<file path="config.mk">
export PLATFORM = sky130hd
export DESIGN_NAME = multicycle_control_unit
export DESIGN_NICKNAME = d
export VERILOG_FILES = /design/src/rtl/cu_pkg.sv /design/src/rtl/mc_output_decoder.sv /design/src/rtl/multicycle_control_unit.sv
export SDC_FILE = /design/constraint.sdc
export NUM_CORES = 1
export LEC_CHECK = 0
export CORE_UTILIZATION = 50
export CTS_CLUSTER_SIZE = 12
export DETAILED_ROUTE_END_ITERATION = 10
export GPL_ROUTABILITY_DRIVEN = 0
export MAX_ROUTING_LAYER = met4
export PLACE_DENSITY = 0.89
export SETUP_SLACK_MARGIN = 0.5
export SLEW_MARGIN = 40
export SYNTH_ARGS = -nofsm -noshare
export SYNTH_HDL_FRONTEND = slang
export SYNTH_HIERARCHICAL = 1
export SYNTH_SLANG_ARGS = --single-unit
</file>
<file path="constraint.sdc">
create_clock -name clk -period 3 [get_ports clk]
set_clock_uncertainty 0.2 [all_clocks]
set_input_delay 0.3 -clock clk [delete_from_list [all_inputs] [get_ports clk]]
set_output_delay 0.3 -clock clk [all_outputs]
set_load 0.005 [all_outputs]
</file>
<file path="src/rtl/cu_pkg.sv">
// Shared types and encodings for the multi-cycle RISC-V control unit.
// Optional feature macro: CU_JAL_EN (adds the JAL state; opcode 1101111 legal).
package cu_pkg;

  // FSM states; JAL exists only when the jump feature is built in.
  typedef enum logic [3:0] {
    S_FETCH  = 4'd0,
    S_DECODE = 4'd1,
    S_MEMADR = 4'd2,
    S_MEMRD  = 4'd3,
    S_MEMWB  = 4'd4,
    S_MEMWR  = 4'd5,
    S_EXECR  = 4'd6,
    S_EXECI  = 4'd7,
    S_ALUWB  = 4'd8,
    S_BEQ    = 4'd9,
`ifdef CU_JAL_EN
    S_JAL    = 4'd10,
`endif
    S_FAULT  = 4'd15
  } state_t;

  // Opcodes (instruction[6:0]) understood by the dispatcher.
  localparam logic [6:0] OP_LD    = 7'b0000011;
  localparam logic [6:0] OP_SD    = 7'b0100011;
  localparam logic [6:0] OP_RTYPE = 7'b0110011;
  localparam logic [6:0] OP_ITYPE = 7'b0010011;
  localparam logic [6:0] OP_BEQ   = 7'b1100011;
  localparam logic [6:0] OP_JAL   = 7'b1101111;

  // ALU operand A select.
  localparam logic [1:0] SRCA_PC    = 2'b00;
  localparam logic [1:0] SRCA_OLDPC = 2'b01;
  localparam logic [1:0] SRCA_RS1   = 2'b10;

  // ALU operand B select.
  localparam logic [1:0] SRCB_RS2  = 2'b00;
  localparam logic [1:0] SRCB_IMM  = 2'b01;
  localparam logic [1:0] SRCB_FOUR = 2'b10;

  // ALU operation class.
  localparam logic [1:0] ALUOP_ADD   = 2'b00;
  localparam logic [1:0] ALUOP_SUB   = 2'b01;
  localparam logic [1:0] ALUOP_FUNCT = 2'b10;

  // Writeback / PC-update result select.
  localparam logic [1:0] RES_ALUOUT = 2'b00;
  localparam logic [1:0] RES_MEM    = 2'b01;
  localparam logic [1:0] RES_ALU    = 2'b10;

  // Full control word produced by the state decoder.
  typedef struct packed {
    logic       mem_read;
    logic       mem_write;
    logic       adr_src;
    logic       ir_write;
    logic       pc_write;
    logic       reg_write;
    logic       branch;
    logic [1:0] alu_src_a;
    logic [1:0] alu_src_b;
    logic [1:0] alu_op;
    logic [1:0] result_src;
    logic       retire;
    logic       fault;
  } ctrl_t;

  localparam ctrl_t CTRL_NONE = ctrl_t'(17'd0);

  // States that talk to memory and therefore stall on mem_ready.
  function automatic logic is_mem_state(input state_t s);
    return (s == S_FETCH) || (s == S_MEMRD) || (s == S_MEMWR);
  endfunction

endpackage

</file>
<file path="src/rtl/mc_output_decoder.sv">
// Pure state -> control-word decoder for the multi-cycle control unit.
// Handshake-dependent strobes (FETCH IRWrite/PCWrite, MEMWR Retire) are emitted
// unconditionally here and qualified with mem_ready by the top level.
// Optional feature macro: CU_JAL_EN.
module mc_output_decoder
  import cu_pkg::*;
(
  input  state_t state_i,
  output ctrl_t  ctrl_o
);

  // Decode the current state into datapath controls; unlisted fields stay 0.
  always_comb begin
    ctrl_o = CTRL_NONE;
    case (state_i)
      S_FETCH: begin
        ctrl_o.mem_read   = 1'b1;
        ctrl_o.adr_src    = 1'b0;
        ctrl_o.ir_write   = 1'b1;
        ctrl_o.pc_write   = 1'b1;
        ctrl_o.alu_src_a  = SRCA_PC;
        ctrl_o.alu_src_b  = SRCB_FOUR;
        ctrl_o.alu_op     = ALUOP_ADD;
        ctrl_o.result_src = RES_ALU;
      end
      S_DECODE: begin
        // Speculatively compute the branch target into ALUOut.
        ctrl_o.alu_src_a = SRCA_OLDPC;
        ctrl_o.alu_src_b = SRCB_IMM;
        ctrl_o.alu_op    = ALUOP_ADD;
      end
      S_MEMADR: begin
        ctrl_o.alu_src_a = SRCA_RS1;
        ctrl_o.alu_src_b = SRCB_IMM;
        ctrl_o.alu_op    = ALUOP_ADD;
      end
      S_MEMRD: begin
        ctrl_o.adr_src  = 1'b1;
        ctrl_o.mem_read = 1'b1;
      end
      S_MEMWB: begin
        ctrl_o.result_src = RES_MEM;
        ctrl_o.reg_write  = 1'b1;
        ctrl_o.retire     = 1'b1;
      end
      S_MEMWR: begin
        ctrl_o.adr_src   = 1'b1;
        ctrl_o.mem_write = 1'b1;
        ctrl_o.retire    = 1'b1;
      end
      S_EXECR: begin
        ctrl_o.alu_src_a = SRCA_RS1;
        ctrl_o.alu_src_b = SRCB_RS2;
        ctrl_o.alu_op    = ALUOP_FUNCT;
      end
      S_EXECI: begin
        ctrl_o.alu_src_a = SRCA_RS1;
        ctrl_o.alu_src_b = SRCB_IMM;
        ctrl_o.alu_op    = ALUOP_FUNCT;
      end
      S_ALUWB: begin
        ctrl_o.result_src = RES_ALUOUT;
        ctrl_o.reg_write  = 1'b1;
        ctrl_o.retire     = 1'b1;
      end
      S_BEQ: begin
        ctrl_o.alu_src_a  = SRCA_RS1;
        ctrl_o.alu_src_b  = SRCB_RS2;
        ctrl_o.alu_op     = ALUOP_SUB;
        ctrl_o.branch     = 1'b1;
        ctrl_o.result_src = RES_ALUOUT;
        ctrl_o.retire     = 1'b1;
      end
`ifdef CU_JAL_EN
      S_JAL: begin
        // Link value PC+4 goes to ALUOut while the PC takes the target.
        ctrl_o.alu_src_a  = SRCA_OLDPC;
        ctrl_o.alu_src_b  = SRCB_FOUR;
        ctrl_o.alu_op     = ALUOP_ADD;
        ctrl_o.pc_write   = 1'b1;
        ctrl_o.result_src = RES_ALUOUT;
      end
`endif
      S_FAULT: begin
        ctrl_o.fault = 1'b1;
      end
      default: begin
        // Unreachable encodings look like a fault so nothing gets written.
        ctrl_o.fault = 1'b1;
      end
    endcase
  end

endmodule

</file>
<file path="src/rtl/multicycle_control_unit.sv">
// Multi-cycle RISC-V control FSM: fetch/decode/execute/memory/writeback
// sequencing with a mem_ready stall handshake, a memory wait-timeout, and a
// sticky FAULT state for illegal opcodes or timeouts.
// Optional feature macro: CU_JAL_EN (enables the jal path).
module multicycle_control_unit
  import cu_pkg::*;
#(
  parameter int TIMEOUT = 16,
  parameter int CNT_W   = 8
)(
  input  logic       clk,
  input  logic       reset,
  input  logic [6:0] Opcode,
  input  logic       mem_ready,
  output logic       MemRead,
  output logic       MemWrite,
  output logic       AdrSrc,
  output logic       IRWrite,
  output logic       PCWrite,
  output logic       RegWrite,
  output logic       Branch,
  output logic [1:0] ALUSrcA,
  output logic [1:0] ALUSrcB,
  output logic [1:0] ALUOp,
  output logic [1:0] ResultSrc,
  output logic       Retire,
  output logic       Fault
);

  localparam logic [CNT_W-1:0] TIMEOUT_C = CNT_W'(TIMEOUT);
  localparam logic [CNT_W-1:0] CNT_MAX   = {CNT_W{1'b1}};
  localparam logic [CNT_W-1:0] CNT_ZERO  = {CNT_W{1'b0}};
  localparam logic             TO_EN     = (TIMEOUT > 32'sd0);

  state_t           state_q, state_d, nxt_s;
  logic [CNT_W-1:0] cnt_q, cnt_d, cnt_inc_s;
  logic             mem_state_s, timeout_s, mealy_ok_s, en_s;
  ctrl_t            ctrl_s;

  // Next-state dispatch, memory-wait counter and timeout detection.
  always_comb begin
    nxt_s       = state_q;
    mem_state_s = is_mem_state(state_q);
    cnt_inc_s   = (cnt_q == CNT_MAX) ? cnt_q : (cnt_q + CNT_W'(1));
    // mem_ready in the same cycle always wins over an expiring counter.
    timeout_s   = TO_EN && mem_state_s && !mem_ready && (cnt_inc_s >= TIMEOUT_C);

    case (state_q)
      S_FETCH: begin
        if (mem_ready) nxt_s = S_DECODE;
        else           nxt_s = S_FETCH;
      end
      S_DECODE: begin
        case (Opcode)
          OP_LD, OP_SD: nxt_s = S_MEMADR;
          OP_RTYPE:     nxt_s = S_EXECR;
          OP_ITYPE:     nxt_s = S_EXECI;
          OP_BEQ:       nxt_s = S_BEQ;
`ifdef CU_JAL_EN
          OP_JAL:       nxt_s = S_JAL;
`endif
          default:      nxt_s = S_FAULT;
        endcase
      end
      S_MEMADR: begin
        if (Opcode == OP_LD)      nxt_s = S_MEMRD;
        else if (Opcode == OP_SD) nxt_s = S_MEMWR;
        else                      nxt_s = S_FAULT;
      end
      S_MEMRD: begin
        if (mem_ready) nxt_s = S_MEMWB;
        else           nxt_s = S_MEMRD;
      end
      S_MEMWB: nxt_s = S_FETCH;
      S_MEMWR: begin
        if (mem_ready) nxt_s = S_FETCH;
        else           nxt_s = S_MEMWR;
      end
      S_EXECR: nxt_s = S_ALUWB;
      S_EXECI: nxt_s = S_ALUWB;
      S_ALUWB: nxt_s = S_FETCH;
      S_BEQ:   nxt_s = S_FETCH;
`ifdef CU_JAL_EN
      S_JAL:   nxt_s = S_ALUWB;
`endif
      S_FAULT: nxt_s = S_FAULT;
      default: nxt_s = S_FAULT;
    endcase

    state_d = timeout_s ? S_FAULT : nxt_s;

    // Any state change (incl. entry into a memory state) or a completed
    // access restarts the count; only stalled memory cycles advance it.
    if (mem_ready || (state_d != state_q)) cnt_d = CNT_ZERO;
    else if (mem_state_s)                  cnt_d = cnt_inc_s;
    else                                   cnt_d = cnt_q;
  end

  // State register and wait counter with synchronous reset.
  always_ff @(posedge clk) begin
    if (reset) begin
      state_q <= S_FETCH;
      cnt_q   <= CNT_ZERO;
    end else begin
      state_q <= state_d;
      cnt_q   <= cnt_d;
    end
  end

  mc_output_decoder u_dec (
    .state_i (state_q),
    .ctrl_o  (ctrl_s)
  );

  // Qualify handshake strobes with mem_ready and suppress enables under reset.
  always_comb begin
    en_s       = ~reset;
    if ((state_q == S_FETCH) || (state_q == S_MEMWR)) mealy_ok_s = mem_ready;
    else                                              mealy_ok_s = 1'b1;

    MemRead   = ctrl_s.mem_read  & en_s;
    MemWrite  = ctrl_s.mem_write & en_s;
    IRWrite   = ctrl_s.ir_write  & mealy_ok_s & en_s;
    PCWrite   = ctrl_s.pc_write  & mealy_ok_s & en_s;
    RegWrite  = ctrl_s.reg_write & en_s;
    Branch    = ctrl_s.branch    & en_s;
    Retire    = ctrl_s.retire    & mealy_ok_s & en_s;
    Fault     = ctrl_s.fault     & en_s;
    AdrSrc    = ctrl_s.adr_src;
    ALUSrcA   = ctrl_s.alu_src_a;
    ALUSrcB   = ctrl_s.alu_src_b;
    ALUOp     = ctrl_s.alu_op;
    ResultSrc = ctrl_s.result_src;
  end

endmodule

</file>
==> flow_metrics.py <==
metrics = {
    "floorplanning": {
        "fp.coreArea_um2": 2280,
        "dieArea_um2": 2670,
        "row_count": 17,
        "dieHeight_um": 51.7,
        "die_w_um": 51.7,
        "initial_utilization_pct": 54.3,
        "ios": 27,
    },
    "timing": {
        "timing_worst_slew_pin_value_ns": 0.639,
        "layout_worst_path_cycle_share_pct": 81.4,
        "final-hold-violation-count": 0,
        "rsz0062_at_grt": "true",
        "timing.fmax_ghz": 0.409,
        "period_minus_slack_ns": 2.44,
        "max_slew_margin_pct": 56.3,
        "report.final.setup_viol": 0,
        "tns_ns": 0,
        "drv_slew": 0,
    },
    "cells_and_area": {
        "fillerInstances": 185,
        "layout.nets": 189,
        "drive_gt1_share_pct": 18.1,
        "area_growth_syn_to_layout_pct": 27.6,
        "n_antenna_cell": 0,
        "fin_util_pct": 69.3,
    },
    "global_routing": {
        "via_count_of_the_first_global_routing_pass": 1110,
        "grt_first_pass_wirelength_mm": 4.97,
        "grt_overflow_total": 0,
        "antenna_found_initial": 0,
        "track_usage_pct": 25.5,
        "largest_net_degree_at_the_start_of_global_routing": 29,
    },
    "power": {
        "p_sw_mw": 0.583,
        "irDropWorstVdd_v": 0.000684,
        "sw_frac_of_total_pct": 44.2,
        "gate_power_share_pct": 68.1,
        "internal_power_mw": 0.737,
        "power_frac_seq_pct": 21.5,
        "report.power.total_mw": 1.32,
        "power_leakage_nw": 0.579,
        "pwr-share-clk_pct": 10.4,
        "cellPowerDensity_nw_per_um2": 836,
    },
    "clock_network": {
        "h-tree-depth": 1,
        "clock-sinks": 12,
        "tritoncts.num_buffers": 3,
        "clk_pin_slew_worst_paths_ns": 0.08,
        "worst_skew_pair.late_latency_ns": 0.28,
        "tritoncts": "built",
        "clock_tree.buffer_depth": 2,
        "cts_root_buffer": "sky130_fd_sc_hd__clkbuf_4",
        "ctsHoldBuffers": 0,
    },
    "critical_path": {
        "max_stage_delay_ns": 0.49,
        "path_cells": "buf_4, buf_4, or4b_4, inv_1, clkdlybuf4s50_1",
        "critical_path_required_ns": 2.50,
        "cp_num_buf_inv": 4,
        "worst_setup_path_type": "flop to output port",
        "worstPathMaxFanout": 8,
        "rr_worst_depth": 7,
        "critical_path_arrival_ns": 1.94,
        "critical-path-top-delay-family": "buffers and inverters",
        "worst_setup_path_start_kind": "flop",
        "path_depth": 5,
        "cpMostUsedCell": "sky130_fd_sc_hd__buf_4",
        "worstSetupEndpointType": "output port",
        "slowest_stage": "sky130_fd_sc_hd__clkdlybuf4s50_1",
    },
    "placed_design": {
        "post-dp-hpwl_mm": 2.12,
        "io_buffers": 26,
    },
    "synth": {
        "ys_dominant_reg_cell": "sky130_fd_sc_hd__dfxtp_1",
        "net_count_after_synthesis": 165,
        "ys_async_sr_fraction_pct": 0,
        "synthesis.area_per_instance_um2": 8.03,
        "post_synth_instance_area_um2": 1240,
        "synth-edff-count": 0,
        "ys.warnings.count": 6,
        "synth.top_cell.area_share_pct": 19.4,
        "yosysTopAreaCell": "sky130_fd_sc_hd__dfxtp_1",
        "yosys-top-cells-area": "sky130_fd_sc_hd__dfxtp_1 (19%), sky130_fd_sc_hd__nor3_1 (5.3%), sky130_fd_sc_hd__nor2b_1 (5.1%)",
        "ys_seq_area_share_pct": 19.4,
        "synthCells": 154,
        "synth.lib_cells_used.distinct": 53,
        "synth.ff_latch_count": 12,
    },
    "status": {
        "outcome": "finished, final reports clean",
    },
    "detailed_routing": {
        "detail-route-antenna-nets": 0,
        "drt_first_iter_violations": 20,
        "post_drt_wl_per_cell_um": 14.3,
        "drc": 0,
        "first_pass_iters": 4,
        "vias_per_cell": 6.16,
        "detail_route.wirelength_mm": 2.94,
        "routed-via-count": 1263,
    },
    "hold_path": {
        "min_path_cells": 2,
        "hp-class": "flop to flop",
    },
    "flow_run": {
        "max_cap_viol_count": 0,
    },
}
## routing by layer
metal  vias up  track usage (%)  routed length [um]
met3         8             3.51                 171
met2        50             45.9                1520
met5         -                -                   0
met1       597             29.3                1190
met4         0             7.66                  63
li1        608                -                   -
## worst min-delay path, cell delays in order (launching register included)
cell                      delay, ns
sky130_fd_sc_hd__dfxtp_1       0.36
sky130_fd_sc_hd__mux2i_1       0.14
sky130_fd_sc_hd__nor3_1        0.06
## state kept, by name, summed over array words and instances (netlist names)
| register | count |
|---|---|
| cnt_q | 8 |
| state_q | 4 |
## cells by family after synthesis
logic type	share of synthesized area (%)
fa+ha+maj	1.01
flops	19.4
xor+xnor	4.96
simple gates	38.1
buf+inv	7.69
mux	4.96
compound gates	23.9
## power groups by stage
stage | Sequential (mW) | Combinational (mW) | Clock, mW
final | 0.284 | 0.899 | 0.137
after global routing | 0.295 | 0.985 | 0.142
after CTS | 0.280 | 0.829 | 0.136
after detailed placement | 0.278 | 0.827 | 0
after global placement | 0.274 | 0.797 | 0
after floorplan | 0.212 | 0.656 | 0
## cells in the final DEF, fill, tap and decap left out, types with 4 or more instances in the layout
master,netlist,routed
sky130_fd_sc_hd__clkdlybuf4s50_1,0,23
sky130_fd_sc_hd__nor2b_1,10,10
sky130_fd_sc_hd__nor3_1,13,13
sky130_fd_sc_hd__nand3_1,4,4
sky130_fd_sc_hd__nand2b_1,5,5
sky130_fd_sc_hd__nand2_1,11,11
sky130_fd_sc_hd__mux2i_1,5,5
sky130_fd_sc_hd__buf_4,3,6
sky130_fd_sc_hd__dfxtp_1,12,8
sky130_fd_sc_hd__nor2_1,8,8
sky130_fd_sc_hd__a21oi_1,8,8
sky130_fd_sc_hd__o21a_1,5,5
sky130_fd_sc_hd__xor2_1,5,5
## synth_stat cells, types with 4 or more instances
cell type / n
sky130_fd_sc_hd__nor3_1: 13
sky130_fd_sc_hd__dfxtp_1: 12
sky130_fd_sc_hd__nand2_1: 11
sky130_fd_sc_hd__nor2b_1: 10
sky130_fd_sc_hd__a21oi_1: 8
sky130_fd_sc_hd__nor2_1: 8
sky130_fd_sc_hd__buf_2: 7
sky130_fd_sc_hd__mux2i_1: 5
sky130_fd_sc_hd__nand2b_1: 5
sky130_fd_sc_hd__o21a_1: 5
sky130_fd_sc_hd__xor2_1: 5
sky130_fd_sc_hd__nand3_1: 4
## worst paths after layout
check	start	to	slack [ns]
setup reg to reg	state_q[0]	cnt_q[4]	0.71
hold reg to reg	cnt_q[1]	cnt_q[1]	0.40
hold / removal	cnt_q[1]	cnt_q[1]	0.40
setup / recovery	state_q[0]	ALUSrcA[0]	0.56
## area by class of cell
| cell class | instances | area (um^2) | area share [%] |
|---|---|---|---|
| clock buffer | 4 | 36.3 | 2.30 |
| timing repair buffer | 33 | 324 | 20.5 |
| tap | 28 | 35.0 | 2.22 |
| inverter | 3 | 11.3 | 0.714 |
| sequential | 12 | 250 | 15.9 |
| multi-input combinational | 125 | 921 | 58.4 |
## repair_timing
item | CTS | global route
buffers inserted | 0 | 4
endpoints found under the setup margin | 10 | 7
resized for setup | 6 | 8
pin swaps | 0 | 4
## stage by stage
| step | hold slack, ns | worst slack [ns] | std cells | cell area (um^2) |
|---|---|---|---|---|
| after floorplan | 0.335 | 0.863 | 154 | 1240 |
| after global placement | 0.369 | 0.552 | 197 | 1470 |
| after detailed placement | 0.382 | 0.421 | 197 | 1470 |
| after CTS | 0.394 | 0.481 | 201 | 1520 |
| after global routing | 0.446 | 0.450 | 205 | 1580 |
| final | 0.397 | 0.557 | 205 | 1580 |
(Power assumes the default switching activity.)
